### config.mk
export PLATFORM = sky130hd
export DESIGN_NAME = multicycle_control
export DESIGN_NICKNAME = d
export VERILOG_FILES = /design/src/rtl/multicycle_control.sv
export SDC_FILE = /design/constraint.sdc
export NUM_CORES = 1
export LEC_CHECK = 0
export ABC_AREA = 1
export CORE_MARGIN = 2
export CORE_UTILIZATION = 40
export CTS_CLUSTER_DIAMETER = 60
export DETAILED_ROUTE_END_ITERATION = 16
export GPL_ROUTABILITY_DRIVEN = 0
export PLACE_DENSITY = 0.7
export SLEW_MARGIN = 20
export SYNTH_ARGS = -nofsm -noshare
export SYNTH_HDL_FRONTEND = slang
export SYNTH_SLANG_ARGS = --single-unit
### constraint.sdc
create_clock -name clk -period 1.94 [get_ports clk]
set_input_delay 0.388 -clock clk [delete_from_list [all_inputs] [get_ports clk]]
set_output_delay 0.388 -clock clk [all_outputs]
set_load 0.05 [all_outputs]
### src/rtl/multicycle_control.sv
// ---------------------------------------------------------------------------
// multicycle_control
//
// Control unit for a classic multicycle MIPS-style datapath. It is a Moore
// FSM: every datapath strobe and select comes from the current state alone.
// There are two exceptions. In FETCH, irwrite and pcwrite follow mem_ready.
// In DECODE, the illegal pulse follows the opcode.
//
// Optional feature:
//   MC_ORI_EN  When defined, adds the ori path (ORIEX, ORIWB, opcode 001101).
//              When undefined, ori decodes as illegal. Codes 10-11 then
//              behave like the other unused codes.
//
// Memory handshake: mem_ready=1 in a memory state (FETCH, MEMRD, MEMWR)
// means the access completes at the next rising edge, and the FSM advances
// at that edge. While mem_ready=0 the FSM stays in the memory state. All
// outputs then hold their values. Other states ignore mem_ready.
//
// Ports:
//   clk          in   rising-edge clock
//   reset        in   asynchronous, active-high reset
//   opcode[5:0]  in   instruction[31:26], sampled in DECODE
//   mem_ready    in   memory completes the current access this cycle
//   pcwrite, pcwritecond, iord, memread, memwrite, memtoreg, irwrite,
//   regdest, regwrite, alusrca                          out  datapath strobes
//   alusrcb[1:0], aluop[1:0], pcsource[1:0]             out  datapath selects
//   state[3:0]   out  current state code (debug)
//   illegal      out  one-cycle pulse in DECODE on an unrecognised opcode
//   retired[15:0] out count of completed instructions (wraps)
// ---------------------------------------------------------------------------
module multicycle_control (
  input  logic        clk,
  input  logic        reset,
  input  logic [5:0]  opcode,
  input  logic        mem_ready,
  output logic        pcwrite,
  output logic        pcwritecond,
  output logic        iord,
  output logic        memread,
  output logic        memwrite,
  output logic        memtoreg,
  output logic        irwrite,
  output logic        regdest,
  output logic        regwrite,
  output logic        alusrca,
  output logic [1:0]  alusrcb,
  output logic [1:0]  aluop,
  output logic [1:0]  pcsource,
  output logic [3:0]  state,
  output logic        illegal,
  output logic [15:0] retired
);

  typedef enum logic [3:0] {
    S_FETCH  = 4'd0,
    S_DECODE = 4'd1,
    S_MEMADR = 4'd2,
    S_MEMRD  = 4'd3,
    S_MEMWB  = 4'd4,
    S_MEMWR  = 4'd5,
    S_EXEC   = 4'd6,
    S_RWB    = 4'd7,
    S_BRANCH = 4'd8,
`ifdef MC_ORI_EN
    S_JUMP   = 4'd9,
    S_ORIEX  = 4'd10,
    S_ORIWB  = 4'd11
`else
    S_JUMP   = 4'd9
`endif
  } state_e;

  localparam logic [5:0] OP_RTYPE = 6'b000000;
  localparam logic [5:0] OP_LW    = 6'b100011;
  localparam logic [5:0] OP_SW    = 6'b101011;
  localparam logic [5:0] OP_BEQ   = 6'b000100;
  localparam logic [5:0] OP_J     = 6'b000010;
`ifdef MC_ORI_EN
  localparam logic [5:0] OP_ORI   = 6'b001101;
`endif

  state_e      state_q, state_d;
  logic [15:0] retired_q, retired_d;
  // The opcode is only guaranteed in DECODE. Remember lw vs sw so that
  // MEMADR can pick its successor without looking at opcode again.
  logic        is_sw_q, is_sw_d;
  logic        retire;

  always_ff @(posedge clk or posedge reset) begin
    if (reset) begin
      state_q   <= S_FETCH;
      retired_q <= 16'd0;
      is_sw_q   <= 1'b0;
    end else begin
      state_q   <= state_d;
      retired_q <= retired_d;
      is_sw_q   <= is_sw_d;
    end
  end

  always_comb begin
    state_d     = state_q;
    is_sw_d     = is_sw_q;
    retire      = 1'b0;
    illegal     = 1'b0;
    pcwrite     = 1'b0;
    pcwritecond = 1'b0;
    iord        = 1'b0;
    memread     = 1'b0;
    memwrite    = 1'b0;
    memtoreg    = 1'b0;
    irwrite     = 1'b0;
    regdest     = 1'b0;
    regwrite    = 1'b0;
    alusrca     = 1'b0;
    alusrcb     = 2'b00;
    aluop       = 2'b00;
    pcsource    = 2'b00;

    case (state_q)
      S_FETCH: begin
        memread = 1'b1;
        alusrcb = 2'b01;
        // The IR and PC+4 are committed only when the fetch completes.
        irwrite = mem_ready;
        pcwrite = mem_ready;
        if (mem_ready) state_d = S_DECODE;
      end
      S_DECODE: begin
        alusrcb = 2'b11;
        case (opcode)
          OP_RTYPE: state_d = S_EXEC;
          OP_LW: begin
            state_d = S_MEMADR;
            is_sw_d = 1'b0;
          end
          OP_SW: begin
            state_d = S_MEMADR;
            is_sw_d = 1'b1;
          end
          OP_BEQ:   state_d = S_BRANCH;
          OP_J:     state_d = S_JUMP;
`ifdef MC_ORI_EN
          OP_ORI:   state_d = S_ORIEX;
`endif
          default: begin
            state_d = S_FETCH;
            illegal = 1'b1;
          end
        endcase
      end
      S_MEMADR: begin
        alusrca = 1'b1;
        alusrcb = 2'b10;
        state_d = is_sw_q ? S_MEMWR : S_MEMRD;
      end
      S_MEMRD: begin
        memread = 1'b1;
        iord    = 1'b1;
        if (mem_ready) state_d = S_MEMWB;
      end
      S_MEMWB: begin
        regwrite = 1'b1;
        memtoreg = 1'b1;
        state_d  = S_FETCH;
        retire   = 1'b1;
      end
      S_MEMWR: begin
        memwrite = 1'b1;
        iord     = 1'b1;
        if (mem_ready) begin
          state_d = S_FETCH;
          retire  = 1'b1;
        end
      end
      S_EXEC: begin
        alusrca = 1'b1;
        aluop   = 2'b10;
        state_d = S_RWB;
      end
      S_RWB: begin
        regwrite = 1'b1;
        regdest  = 1'b1;
        state_d  = S_FETCH;
        retire   = 1'b1;
      end
      S_BRANCH: begin
        alusrca     = 1'b1;
        aluop       = 2'b01;
        pcwritecond = 1'b1;
        pcsource    = 2'b01;
        state_d     = S_FETCH;
        retire      = 1'b1;
      end
      S_JUMP: begin
        pcwrite  = 1'b1;
        pcsource = 2'b10;
        state_d  = S_FETCH;
        retire   = 1'b1;
      end
`ifdef MC_ORI_EN
      S_ORIEX: begin
        alusrca = 1'b1;
        alusrcb = 2'b10;
        aluop   = 2'b11;
        state_d = S_ORIWB;
      end
      S_ORIWB: begin
        regwrite = 1'b1;
        state_d  = S_FETCH;
        retire   = 1'b1;
      end
`endif
      // Unused codes: all outputs stay 0 and the FSM recovers to FETCH.
      default: state_d = S_FETCH;
    endcase

    // The counter wraps naturally from 0xFFFF to 0x0000.
    retired_d = retire ? retired_q + 16'd1 : retired_q;
  end

  assign state   = state_q;
  assign retired = retired_q;

endmodule

==> out/metrics.yaml, run 1 <==
outcome:
  run_status: "finished clean"
detailed_routing:
  remaining_drc_errors: 0
  route.vias.total: 1604
  ant_nets: 0
  average_wire_per_cell_in_the_routed_design_um: 11.1
  postRouteWirelength_um: 3720
  detail_route.iter0.violations: 95
  drt_first_pass_iters: 4
  vias_per_cell: 4.80
die:
  rows: 22
  die_width_um: 65.6
  placeableCoreArea_sq_um: 3660
  start_util: 0.415
  top_level_ports: 46
  die_height_um: 65.6
  dieArea_sq_um: 4310
grt:
  grtUsageMet3: 0.0497
  initial_antenna_violation_count: 0
  grt_pass1_wl_um: 6380
  use_met2: 0.322
  grt.overflow.total: 0
  first_global_vias: 1477
  global_route.peak_usage_layer: "met2"
  groute.layer.met1.usage: 0.228
  maximum_number_of_pins_on_one_net_before_global_route_repair: 27
  globalRouteTotalUtil: 0.189
synth:
  yosys_warnings: 0
  ys_ff_latch: 21
  postSynth.asyncResetShare: 1.00
  synth.cell_area_sq_um: 1520
  ys_types: 28
  yosysTopAreaCell: "dfrtp_1"
  synthesis.area_per_instance_sq_um: 6.72
  postSynthCellCount: 226
  synth_edf_count: 0
  synth.net_count: 236
  seq_area_frac_synth: 0.346
  synth_ff_type: "dfrtp_1"
  netlist.area_leader.share: 0.346
  synth_area_leaders: "dfrtp_1 (35%), nand2_1 (20%), nor2_1 (7.7%), inv_1 (7.2%), nand4_1 (4.5%)"
setup_path:
  crit_slowest_cell: "clkdlybuf4s50_1"
  worst-endpoint-required_ns: 1.55
  timing.critical_path.from_type: "input pin"
  crit_path_max_incr_delay_ns: 0.48
  critPathBufInv: 2
  cp.arrival_ns: 1.55
  setup.worst_path.class: "input pin to primary output"
  cp_max_fo: 3
  critical-path-top-delay-family: "buffers and inverters"
  crit_path_cell_trace: "clkdlybuf4s50_1 -> nor2_1 -> and3_4 -> nor3_2 -> clkbuf_16"
  timing.critical_path.to_type: "primary output"
power:
  report.power.total_mw: 2.72
  static-leakage-power_nw: 1.13
  power.density_nw_per_um2: 1160
  max-vdd-ir-drop_v: 0.00111
finish:
  antenna_cells_inserted: 0
  synthToLayoutAreaGrowth_pct: 55.0
  fin_nets: 297
  final_layout_size_suffix_gt1_frac: 0.311
  utilization: 0.643
  most-common-layout-cells: "nand2_1 (77), buf_4 (34), inv_1 (28), nor2_1 (24), dfrtp_1 (17)"
  leading_cell_type_in_the_layout_fill_and_taps_excluded: "nand2_1"
  fillCellCount: 308
clock_tree:
  cts_made_buffers: 3
  clock-root-buffer: "clkbuf_8"
  clk_transition_reported_paths_ns: 0.08
  cts.sinks: 21
  buffer_depth_of_the_longest_clock_path: 2
  insertion_delay_ns: 0.26
  tritoncts: "yes"
  ctsHtreeMaxLevel: 1
sta:
  min_period_ns: 1.94
  fin_crit_sh: 1.00
  fin_ws_ns: 0.000789
  final.setup_skew_ns: 0.00517
  worst-slew-pin-transition_ns: 0.486
  rsz0062_at_grt: "true"
  setup_viol: 0
  max_clock_freq_mhz: 516
  maxSlewHeadroom: 0.675
  final-hold-violation-count: 0
  final_max_slew_viol_count: 0
place:
  dp.final_hpwl_um: 2970
  numPortBuffers: 45
  placement.setup.worst_slack_ns: -0.0338
worst_hold_path:
  min_path_type: "input pin to async pin"
run:
  max_cap_violations: 0
[metal layers]
layer | vias up | share of wire
met4 | 0 | 0.022
met5 | - | 0
met3 | 8 | 0.065
li1 | 842 | -
met1 | 704 | 0.42
met2 | 50 | 0.49
[power by group]
group	internal, mW	total, mW	switching, mW	leakage (nW)
logic	0.722	1.83	1.11	0.825
clock network	0.143	0.285	0.142	0.0255
registers	0.508	0.609	0.101	0.280
[path summary, 6_finish.rpt]
| path | from | end | slack (ns) | cells after the start |
|---|---|---|---|---|
| min | reset | retired[0] | 0.45 | 3 |
| max reg2reg | state[3] | retired[8] | 0.22 | 10 |
| min in group clk | is_sw_q | is_sw_q | 0.50 | 2 |
| max in group asynchronous | reset | state[2] | 1.25 | 3 |
| max | opcode[5] | illegal | 0.0008 | 5 |
| min reg2reg | is_sw_q | is_sw_q | 0.50 | 2 |
[cells in the mapped netlist (3+ instances only)]
cell     count
a21oi_1      3
buf_6        3
dfrtp_1     21
inv_1       29
nand2_1     79
nand3_1     11
nand4_1     11
nor2_1      31
nor3_1       3
o21ai_0      7
o21ai_2      5
xor2_1       3
[repair_timing]
action                     in CTS  in global routing
gates cloned                    0                  0
buffers inserted                1                  5
gates resized for setup         6                  6
setup endpoints to repair       4                  1
pin swaps                       2                  2
hold buffers                    0                  0
[layout make-up]
cell class                 instances  area (sq um)  share of cell area
multi-input combinational        170           908               0.386
timing repair buffer              61           697               0.296
sequential                        21           531               0.225
inverter                          30           113              0.0478
tap                               48          60.1              0.0255
clock buffer                       3          41.3              0.0175
clock inverter                     1          5.00             0.00213
[logic make-up (layout without fill, tap and decap cells)]
family / after synthesis / after routing / share of synthesized area
AND/OR/NAND/NOR: 146 / 146 / 0.433
XOR/XNOR: 3 / 3 / 0.0173
buffers and inverters: 35 / 95 / 0.104
flip-flops: 21 / 21 / 0.346
adder cells (fa/ha/maj): 1 / 1 / 0.00824
AO/OA/AOI/OAI: 20 / 20 / 0.0914
[worst min-delay path: cells and delay by family]
family   cells  cell delay (ns)
buf+inv      3             0.71
[stage by stage]
stage | instances | hold slack [ns] | instance area (sq um) | setup TNS, ns
2_1_floorplan | 226 | 0.364 | 1580 | -0.620
3_3_place_gp | 324 | 0.471 | 2240 | 0
3_5_place_dp | 324 | 0.481 | 2240 | -0.0338
4_1_cts | 329 | 0.461 | 2300 | 0
5_1_grt | 334 | 0.479 | 2350 | -0.0853
6_report | 334 | 0.447 | 2350 | 0
[registers in the layout, summed over array words and instances, names as in the netlist]
register and cells:
retired 16, state 4, is_sw_q 1
No activity file was read; power rests on OpenSTA's default activity.
==> run 2, diff against run 1 <==
--- a/config.mk
+++ b/config.mk
@@ -9,8 +9,10 @@
 export CORE_MARGIN = 2
 export CORE_UTILIZATION = 40
 export CTS_CLUSTER_DIAMETER = 60
+export CTS_CLUSTER_SIZE = 30
 export DETAILED_ROUTE_END_ITERATION = 16
 export GPL_ROUTABILITY_DRIVEN = 0
+export MAX_ROUTING_LAYER = met4
 export PLACE_DENSITY = 0.7
 export SLEW_MARGIN = 20
 export SYNTH_ARGS = -nofsm -noshare
==> run 2 against run 1 <==
  * Setup slack got worse by 0.00070 ns
  * Critical path type unchanged
  * Critical path depth stayed put
  * Die area unchanged
  * Clock-buffer cell count is the same
  * Non-clock buffer count unchanged
  * Fmax hardly changed
  * Via count fell by 0.44%
  * First-iteration DRC count shrank 2.1%
  * Clock skew about the same
  * Sequential power about the same
  * Clock power barely moved
==> out/metrics.yaml, run 2 (same netlist as run 1, synthesis figures left out) <==
outcome:
  run_status: "finished clean"
setup_path:
  r2r.worst_path.cells: 10  # unchanged
  cp.arrival_ns: 1.55  # about the same
  destination_of_the_worst_register_to_register_timing_path: "retired[8]"
  timing.rr.start: "state[3]"
  timing.critical_path.from_type: "input pin"
  worst_setup_path_endpoint: "illegal"
  regToRegSetupSlack_ns: 0.22  # about the same
  worst-endpoint-required_ns: 1.55  # about the same
  cp_max_fo: 3  # unchanged
  setup.worst_path.class: "input pin to primary output"
  startpoint: "opcode[5]"
  timing.critical_path.to_type: "primary output"
place:
  dp.final_hpwl_um: 2970  # unchanged
  numPortBuffers: 45  # unchanged
  placement.setup.worst_slack_ns: -0.0338  # unchanged
sta:
  worst-slew-pin-transition_ns: 0.486  # unchanged
  setup_viol: 0  # unchanged
  final-hold-violation-count: 0  # unchanged
  fin_crit_sh: 1.00  # about the same
  final_max_slew_viol_count: 0  # unchanged
  max_clock_freq_mhz: 515  # about the same
  rsz0062_at_grt: "true"
  maxSlewHeadroom: 0.675  # unchanged
  final.setup_skew_ns: 0.00545  # +0.000270 ns
  min_period_ns: 1.94  # +0.000702 ns
  fin_ws_ns: 0.0000866  # -0.000702 ns
die:
  placeableCoreArea_sq_um: 3660  # unchanged
  die_height_um: 65.6  # unchanged
  rows: 22  # unchanged
  dieArea_sq_um: 4310  # unchanged
  top_level_ports: 46  # unchanged
  die_width_um: 65.6  # unchanged
  start_util: 0.415  # unchanged
detailed_routing:
  postRouteWirelength_um: 3710  # -0.32%
  average_wire_per_cell_in_the_routed_design_um: 11.1  # -0.32%
  drt_first_pass_iters: 6  # +2
  route.vias.total: 1597  # -0.44%
  detail_route.iter0.violations: 93  # -2.1%
  ant_nets: 0  # unchanged
  vias_per_cell: 4.78  # -0.44%
  remaining_drc_errors: 0  # unchanged
finish:
  utilization: 0.643  # unchanged
  multi_input_comb_area_sq_um: 908  # unchanged
  antenna_cells_inserted: 0  # unchanged
  final_layout_size_suffix_gt1_frac: 0.311  # unchanged
  leading_cell_type_in_the_layout_fill_and_taps_excluded: "nand2_1"
  most-common-layout-cells: "nand2_1 (77), buf_4 (34), inv_1 (28), nor2_1 (24), dfrtp_1 (17)"
  fillCellCount: 308  # unchanged
  flip_flop_count_of_the_largest_register_after_layout: 16  # unchanged
  seq_area_sq_um: 531  # unchanged
  fin_nets: 297  # unchanged
  synthToLayoutAreaGrowth_pct: 55.0  # unchanged
power:
  static-leakage-power_nw: 1.13  # unchanged
  total_switching_power_mw: 1.35  # -0.12%
  share_comb_of_total_power: 0.672  # about the same
  max-vdd-ir-drop_v: 0.00111  # about the same
  cellInternalPower_mw: 1.37  # about the same
  clk_pwr_share: 0.104  # about the same
  power.density_nw_per_um2: 1160  # about the same
  report.power.total_mw: 2.72  # about the same
  power.sequential.fraction: 0.224  # about the same
  power.share.switching: 0.496  # about the same
grt:
  globalRouteTotalUtil: 0.195  # +0.00506
  first_global_vias: 1478  # +0.068%
  grt.overflow.total: 0  # unchanged
  grt_pass1_wl_um: 6390  # +0.11%
  maximum_number_of_pins_on_one_net_before_global_route_repair: 27  # unchanged
  initial_antenna_violation_count: 0  # unchanged
clock_tree:
  buffer_depth_of_the_longest_clock_path: 2  # unchanged
  clock-root-buffer: "clkbuf_8"
  insertion_delay_ns: 0.26  # about the same
  cts.sinks: 21  # unchanged
  clk_transition_reported_paths_ns: 0.08  # about the same
  tritoncts: "yes"
  ctsHtreeMaxLevel: 1  # unchanged
  cts_made_buffers: 3  # unchanged
run:
  max_cap_violations: 0  # unchanged
worst_hold_path:
  min_path_type: "input pin to async pin"
run 2: cell counts in the layout (fill, tap and decap cells not counted):
No cell type changed its count.
run 2: worst min-delay path by stage:
stage / startpoint / cells past startpoint / slack, ns / to
after floorplan: reset / 1 / 0.36 / is_sw_q
after global placement: is_sw_q / 2 / 0.47 / is_sw_q
after detailed placement: is_sw_q / 2 / 0.48 / is_sw_q
after CTS: reset / 3 / 0.46 / retired[0]
after global routing: reset / 3 / 0.48 / retired[13]
final: reset / 3 / 0.45 / retired[0]
run 2: layer usage:
layer | GRT usage | routed length (um)
met5 | - | 0
met4 | 0.0703 | 80
met3 | 0.0411 | 228
met2 | 0.322 | 1830
met1 | 0.233 | 1570
run 2: worst max-delay path: stages:
cell	delay, ns
clkdlybuf4s50_1	0.48
nor2_1	0.07
and3_4	0.17
nor3_2	0.23
clkbuf_16	0.20
run 2: per-stage QoR:
stage	hold WS (ns)	instance area, sq um	instances	TNS (ns)
6_report	0.448	2350	334	0
3_3_place_gp	0.471	2240	324	0
3_5_place_dp	0.481	2240	324	-0.0338
5_1_grt	0.479	2350	334	-0.0853
2_1_floorplan	0.364	1580	226	-0.620
4_1_cts	0.461	2300	329	0
run 2: power groups by stage:
stage	Sequential, mW	Combinational [mW]	Clock [mW]
6_report	0.609	1.83	0.284
5_1_grt	0.629	1.95	0.315
4_1_cts	0.623	1.79	0.296
3_5_place_dp	0.628	1.78	0
3_3_place_gp	0.629	1.77	0
2_1_floorplan	0.812	0.885	0
run 2: repair_timing:
| item | 4_1_cts | 5_1_grt |
|---|---|---|
| setup endpoints to repair | 4 | 1 |
| hold buffers | 0 | 0 |
| cloned | 0 | 0 |
| resized for setup | 6 | 6 |
| pin swaps | 2 | 2 |
| setup buffers | 1 | 5 |
run 2: final cells by class:
cell class / instances / area share
multi-input cells: 170 / 0.386
clock inverters: 1 / 0.00213
repair buffers: 61 / 0.296
inverters: 30 / 0.0478
flip-flops and latches: 21 / 0.225
well taps: 48 / 0.0255
clock buffers: 3 / 0.0175
